<file path="src/rtl/alu_arbiter.sv">
// Two-requester round-robin front end for a registered one-hot-opcode ALU.
// Each grant walks IDLE -> ISSUE -> CAPTURE -> DONE and returns a one-cycle done pulse.
module alu_arbiter #(
  parameter int unsigned OP_COUNT = 9
) (
  input  logic        Clk,
  input  logic        Rst,
  input  logic        req0,
  input  logic        req1,
  input  logic [3:0]  op0,
  input  logic [3:0]  op1,
  input  logic [7:0]  a0,
  input  logic [7:0]  b0,
  input  logic [7:0]  a1,
  input  logic [7:0]  b1,
  output logic        done0,
  output logic        done1,
  output logic [7:0]  result,
  output logic        neg,
  output logic        err,
  output logic        busy,
  output logic [7:0]  alu_a,
  output logic [7:0]  alu_b,
  output logic [15:0] alu_op,
  input  logic [3:0]  alu_r1,
  input  logic [3:0]  alu_r2,
  input  logic        alu_neg
);

  typedef enum logic [1:0] {StIdle, StIssue, StCapture, StDone} state_e;

  localparam logic [4:0] OpLimit = 5'(OP_COUNT);
  localparam logic [3:0] OpSub   = 4'd1;

  state_e      state_q, state_d;
  logic        gnt_q;     // requester owning the operation in flight
  logic        last_q;    // requester granted most recently; resets to 1 so 0 wins first tie
  logic [3:0]  op_q;
  logic [7:0]  a_q, b_q;
  logic [7:0]  result_q;
  logic        neg_q, err_q;
  logic        any_req, win_sel, op_valid;

  assign any_req  = req0 | req1;
  assign win_sel  = (req0 && req1) ? ~last_q : req1;
  assign op_valid = {1'b0, op_q} < OpLimit;

  always_ff @(posedge Clk or posedge Rst) begin
    if (Rst) begin
      state_q <= StIdle;
    end else begin
      state_q <= state_d;
    end
  end

  always_comb begin
    state_d = state_q;
    unique case (state_q)
      StIdle:    if (any_req) state_d = StIssue;
      StIssue:   state_d = StCapture;
      StCapture: state_d = StDone;
      StDone:    state_d = StIdle;
      default:   state_d = StIdle;
    endcase
  end

  always_ff @(posedge Clk or posedge Rst) begin
    if (Rst) begin
      gnt_q    <= 1'b0;
      last_q   <= 1'b1;
      op_q     <= 4'h0;
      a_q      <= 8'h00;
      b_q      <= 8'h00;
      result_q <= 8'h00;
      neg_q    <= 1'b0;
      err_q    <= 1'b0;
    end else begin
      if (state_q == StIdle && any_req) begin
        gnt_q  <= win_sel;
        last_q <= win_sel;
        op_q   <= win_sel ? op1 : op0;
        a_q    <= win_sel ? a1 : a0;
        b_q    <= win_sel ? b1 : b0;
      end
      // ALU output is valid one cycle after ISSUE, i.e. during CAPTURE.
      if (state_q == StCapture) begin
        result_q <= op_valid ? {alu_r2, alu_r1} : 8'h00;
        neg_q    <= op_valid && (op_q == OpSub) && alu_neg;
        err_q    <= ~op_valid;
      end
    end
  end

  always_comb begin
    busy   = (state_q != StIdle);
    done0  = (state_q == StDone) && !gnt_q;
    done1  = (state_q == StDone) && gnt_q;
    alu_op = 16'h0000;
    if (state_q == StIssue && op_valid) begin
      alu_op = 16'h0001 << op_q;
    end
    alu_a  = a_q;
    alu_b  = b_q;
    result = result_q;
    neg    = neg_q;
    err    = err_q;
  end

endmodule

</file>
<file path="config.mk">
export PLATFORM = sky130hd
export DESIGN_NAME = alu_arbiter
export DESIGN_NICKNAME = d
export VERILOG_FILES = /design/src/rtl/alu_arbiter.sv
export SDC_FILE = /design/constraint.sdc
export NUM_CORES = 1
export LEC_CHECK = 0
export ABC_AREA = 1
export CAP_MARGIN = 10
export CORE_UTILIZATION = 40
export CTS_CLUSTER_DIAMETER = 60
export DETAILED_ROUTE_END_ITERATION = 10
export MAX_ROUTING_LAYER = met4
export PLACE_DENSITY = 0.82
export SYNTH_ARGS = -nofsm -noshare
export SYNTH_HDL_FRONTEND = slang
export SYNTH_SLANG_ARGS = --single-unit
</file>
<file path="constraint.sdc">
create_clock -name Clk -period 1.9 [get_ports Clk]
set_clock_uncertainty 0.15 [all_clocks]
set_input_delay 0.38 -clock Clk [delete_from_list [all_inputs] [get_ports Clk]]
set_output_delay 0.38 -clock Clk [all_outputs]
set_load 0.01 [all_outputs]
</file>
==> flow_metrics.env, run 1 <==
export IMPL_status="complete, but fails checks"
export IMPL_violations="design-rule violations, negative setup slack"
export IMPL_syn_inst=253
export IMPL_grt_usage=0.210
export IMPL_numCtsBuffers=5
export IMPL_ys_seq_elements=34
export IMPL_drt_initial_drc_count=106
export IMPL_slew_viol_final=0
export IMPL_peakVddDrop_uv=763
export IMPL_cts_sinks=34
export IMPL_rows=24
export IMPL_min_path_type="input port to async pin"
export IMPL_final_cell_area_um2=3050
export IMPL_drive_gt1_frac=0.164
export IMPL_fin_crit_ns=2.00
export IMPL_yosysSeqAreaShare=0.451
export IMPL_ys_warnings_count=0
export IMPL_routed_via_density=4.67
export IMPL_grt_overflow_total=0
export IMPL_dieHeight_um=70.8
export IMPL_wl_um=5040
export IMPL_via_count=1921
export IMPL_max_freq_mhz=501
export IMPL_crit_type="register to output port"
export IMPL_path_max_fanout=4
export IMPL_die_width_um=70.8
export IMPL_p_leak_uw=0.00155
export IMPL_wl_per_cell_um=12.3
export IMPL_rsz0062_at_grt="true"
export IMPL_grt_pass1_wl_um=8160
export IMPL_dieArea_um2=5010
export IMPL_start_util=0.425
export IMPL_antenna_found_initial=0
export IMPL_io_buffers=90
export IMPL_period_share=1.05
export IMPL_critPathRequiredTime_ns=1.37
export IMPL_cts_max_level=2
export IMPL_finalWorstSetupSlack_ns=-0.0974
export IMPL_grt_max_degree=35
export IMPL_whs_ns=0.289
export IMPL_synth_cell_types=21
export IMPL_placed_area_um2=2910
export IMPL_cts_max_path_buffers=2
export IMPL_dpl_worst_slack_ns=-0.221
export IMPL_dpl_hpwl_um=3610
export IMPL_n_fill_cell=380
export IMPL_grt_pass1_vias=1858
export IMPL_nets=415
export IMPL_startpoint_type="register"
export IMPL_fin_setup_tns_ns=-0.156
export IMPL_postRouteAntennaNets=0
export IMPL_ios=98
export IMPL_power_density_nw_per_um2=1390
export IMPL_insertion_delay_ns=0.28
export IMPL_fin_util=0.686
export IMPL_clk_pin_slew_ns=0.07
export IMPL_drtPass1Iterations=7
export IMPL_drc=12
export IMPL_cp_arrival_ns=1.47
export IMPL_final_common_cell="nand2_1"
export IMPL_drv_cap=0
export IMPL_num_antenna_cells=0
export IMPL_coreArea_um2=4440
export IMPL_reg2reg_slack_ns=0.10
export IMPL_final_cell_mix="nand2_1, clkdlybuf4s50_1, dfrtp_1, nand3_1, inv_1"
export IMPL_holdBufCountCts=0
export IMPL_gp_congestion=0.752
export IMPL_netlist_area_um2=1890
export IMPL_finalHoldViolCount=0
export IMPL_cts_tree="done"
export IMPL_crit_path_end_kind="output port"
export IMPL_area_growth_synth_to_final_pct=61.2
export IMPL_setup_violations=6
export IMPL_synth_area_per_cell_um2=7.47
export IMPL_cts_root_buf="clkbuf_8"
-- cell families (layout without fill, tap and decap cells) --
group / count (synthesis) / count (layout) / share of synthesized area
fa+ha+maj: 4 / 4 / 0.0265
compound gates: 4 / 4 / 0.0106
other cells: 1 / 7 / 0.00198
flops: 34 / 34 / 0.451
simple gates: 159 / 159 / 0.386
buf+inv: 51 / 151 / 0.124
-- path summary, 6_finish.rpt --
path                              to  cells past startpoint        from
min reg2reg                   last_q                      2      last_q
min                              neg                      3         Rst
max                        alu_op[4]                      7  state_q[1]
max reg2reg                 alu_a[7]                     10  state_q[1]
min in group Clk              last_q                      2      last_q
max in group asynchronous     last_q                      3         Rst
-- routing by layer --
layer / vias to the layer above / part of all wire / global-route usage
met5: - / 0 / -
met4: 0 / 0.016 / 0.0622
met3: 12 / 0.065 / 0.0456
met2: 76 / 0.50 / 0.377
met1: 858 / 0.41 / 0.232
li1: 975 / - / -
-- power breakdown --
part	switching, uW	total (uW)	internal (uW)
Sequential	225	1310	1090
Combinational	1160	2280	1130
Clock	247	639	392
-- final cells by class --
cell class	count	area [um^2]	area share
clock buffer	7	76.3	0.0251
multi-input combinational	174	886	0.291
clock inverter	1	30.0	0.00986
sequential	34	852	0.280
tap	52	65.1	0.0214
timing repair buffer	111	1020	0.334
inverter	32	120	0.0394
-- what timing repair did --
action	4_1_cts	5_1_grt
endpoints found under the setup margin	12	12
pin swaps	1	3
resized for setup	52	12
setup buffers	1	2
-- synthesized netlist by cell type --
cell,count,share of area
nand3_1,29,0.077
nor2_2,1,0.0033
dfstp_2,1,0.014
buf_2,11,0.029
inv_1,30,0.060
nand2_1,92,0.18
a21oi_1,1,0.0026
nor2_1,10,0.020
ha_1,4,0.026
nand2_2,1,0.0033
nand3b_1,20,0.079
nand4_1,1,0.0033
inv_2,2,0.0040
dfrtp_1,33,0.44
o21ai_0,2,0.0053
conb_1,1,0.0020
nor3_1,3,0.0079
o21ai_1,1,0.0026
or2_2,1,0.0033
nor2_4,1,0.0060
buf_4,8,0.032
-- through the flow --
stage                     cells  total power, uW
final                       411             4230
after global routing        411             4560
after CTS                   409             4170
after detailed placement    400             3470
after global placement      400             3400
after floorplan             259             2370
-- registers in the layout, indices dropped and copies added (netlist names), 2 cells and up --
name	cells
alu_a	8
result	8
op_q	4
alu_b	8
state_q	2
-- worst max-delay path, stage by stage (launching register included) --
cell	delay, ns
dfrtp_1	0.41
inv_2	0.08
ha_4	0.12
inv_2	0.04
nor2_4	0.12
nand2_4	0.09
nor3_2	0.14
buf_2	0.17
No activity file was read; power rests on OpenSTA's default activity.
==> run 2, diff against run 1 <==
CORE_UTILIZATION = 41   (was 40)
CTS_BUF_LIST = sky130_fd_sc_hd__clkbuf_4 sky130_fd_sc_hd__clkbuf_8   (was not set)
PLACE_DENSITY = 0.84   (was 0.82)
RECOVER_POWER = 25   (was not set)
==> run 2 against run 1 <==
Effect of this change: the run ends with negative setup slack left; via count up 0.78%; sequential share of layout area down 0.30 points; utilization up 1.7 points; global-route usage up 1.1 points; clock power shrank 11%; critical endpoint unchanged; largest cell class unchanged.
==> flow_metrics.env, run 2 (synthesis results as in run 1) <==
export IMPL_status="complete, but fails checks"
export IMPL_violations="negative setup slack"
export IMPL_drt_initial_drc_count=68
export IMPL_setup_violations=4
export IMPL_critPathRequiredTime_ns=1.37
export IMPL_crit_path_end_kind="output port"
export IMPL_relSlewSlack=0.453
export IMPL_startpoint_type="register"
export IMPL_grt_overflow_total=0
export IMPL_num_antenna_cells=0
export IMPL_insertion_delay_ns=0.29
export IMPL_wl_um=5000
export IMPL_final_common_cell="nand2_1"
export IMPL_gp_congestion=0.796
export IMPL_finalWorstSetupSlack_ns=-0.0633
export IMPL_cts_max_path_buffers=2
export IMPL_r2r_start="state_q[0]"
export IMPL_p_leak_uw=0.00156
export IMPL_die_width_um=69.9
export IMPL_path_cells="inv_2 -> ha_4 -> inv_2 -> nor2_4 -> nand2_2 -> buf_4 -> nor3_2 -> buf_2"
export IMPL_holdBufCountCts=0
export IMPL_fin_crit_ns=1.96
export IMPL_routed_via_density=4.70
export IMPL_slew_viol_final=0
export IMPL_via_count=1936
export IMPL_start_util=0.431
export IMPL_path_max_fanout=2
export IMPL_grt_max_degree=35
export IMPL_rows=24
export IMPL_numCtsBuffers=5
export IMPL_finalHoldViolCount=0
export IMPL_cts_max_level=2
export IMPL_cts_root_buf="clkbuf_8"
export IMPL_rsz0062_at_grt="true"
export IMPL_fin_setup_tns_ns=-0.104
export IMPL_nets=416
export IMPL_period_share=1.03
export IMPL_drc=0
export IMPL_grt_usage=0.221
export IMPL_grt_pass1_vias=1863
export IMPL_dpl_hpwl_um=3620
export IMPL_max_freq_mhz=509
export IMPL_max_stage_delay_ns=0.39
export IMPL_startpoint="state_q[1]"
export IMPL_area_growth_synth_to_final_pct=62.9
export IMPL_min_path_type="register to register"
export IMPL_cp_common_cell="inv_2"
export IMPL_dieHeight_um=69.9
export IMPL_power_density_nw_per_um2=1370
export IMPL_worst_slew_pin_transition_ns=0.820
export IMPL_ios=98
export IMPL_placed_cells=399
export IMPL_hold_start="result[0]"
export IMPL_peakVddDrop_uv=742
export IMPL_drv_cap=0
export IMPL_io_buffers=90
export IMPL_grt_pass1_wl_um=8250
export IMPL_cp_arrival_ns=1.43
export IMPL_final_cell_mix="nand2_1, clkdlybuf4s50_1, dfrtp_1, nand3_1, inv_1"
export IMPL_dieArea_um2=4890
export IMPL_crit_type="register to output port"
export IMPL_coreArea_um2=4380
export IMPL_cp_slowest_cell="dfrtp_1"
export IMPL_finalPower_uw=4230
export IMPL_antenna_found_initial=0
export IMPL_cts_sinks=34
export IMPL_clk_pin_slew_ns=0.07
export IMPL_dpl_worst_slack_ns=-0.234
export IMPL_drive_gt1_frac=0.181
export IMPL_cts_tree="done"
export IMPL_postRouteAntennaNets=0
export IMPL_drtPass1Iterations=4
export IMPL_instances_no_fill=412
export IMPL_wl_per_cell_um=12.1
[run 2: final timing paths]
path	to	slack [ns]	depth (start not counted)
worst max-delay path	alu_op[4]	-0.06	8
worst min-delay path	result[0]	0.33	2
worst max register to register	alu_b[7]	0.22	9
worst min register to register	result[0]	0.33	2
max in group asynchronous	alu_a[7]	0.43	3
min in group asynchronous	op_q[0]	0.64	3
[run 2: critical path, delay by kind of cell (launching register included)]
kind,cells,cell delay (ns)
buffers and inverters,4,0.40
DFF,1,0.39
and+or+nand+nor,3,0.24
adders and majority gates,1,0.12
[run 2: report_power, final]
group | internal, uW | leakage (uW) | switching (uW) | total, uW
registers | 1090 | 0.000419 | 216 | 1300
clock network | 324 | 0.0000523 | 244 | 567
logic | 1170 | 0.00109 | 1190 | 2360
total | 2580 | 0.00156 | 1650 | 4230
[run 2: per-layer routing]
layer | GRT usage | vias up | routed length, um
met1 | 0.246 | 877 | 2060
met4 | 0.0778 | 0 | 106
met3 | 0.0519 | 11 | 304
met2 | 0.386 | 75 | 2520
li1 | - | 973 | -
met5 | - | - | 0
[run 2: repair_timing]
item / CTS / global route
pin swaps: 3 / 2
endpoints found under the setup margin: 12 / 11
setup buffers: 3 / 2
cloned: 0 / 0
hold endpoints to repair: 0 / 0
resized for setup: 57 / 13
[run 2: per-stage QoR]
stage                      util  hold slack [ns]  cell area, um^2
after detailed placement  0.665            0.317             2920
after floorplan               -            0.292             1910
after CTS                 0.690            0.302             3020
after global placement    0.665            0.304             2920
after global routing      0.702            0.350             3080
final                     0.702            0.329             3080
[run 2: area by class of cell]
| class | count | area [um^2] |
|---|---|---|
| fill | 372 | 1310 |
| sequential | 34 | 852 |
| clock buffer | 8 | 97.6 |
| tap | 52 | 65.1 |
| timing repair buffer | 112 | 1040 |
| inverter | 32 | 120 |
| multi-input combinational | 174 | 902 |
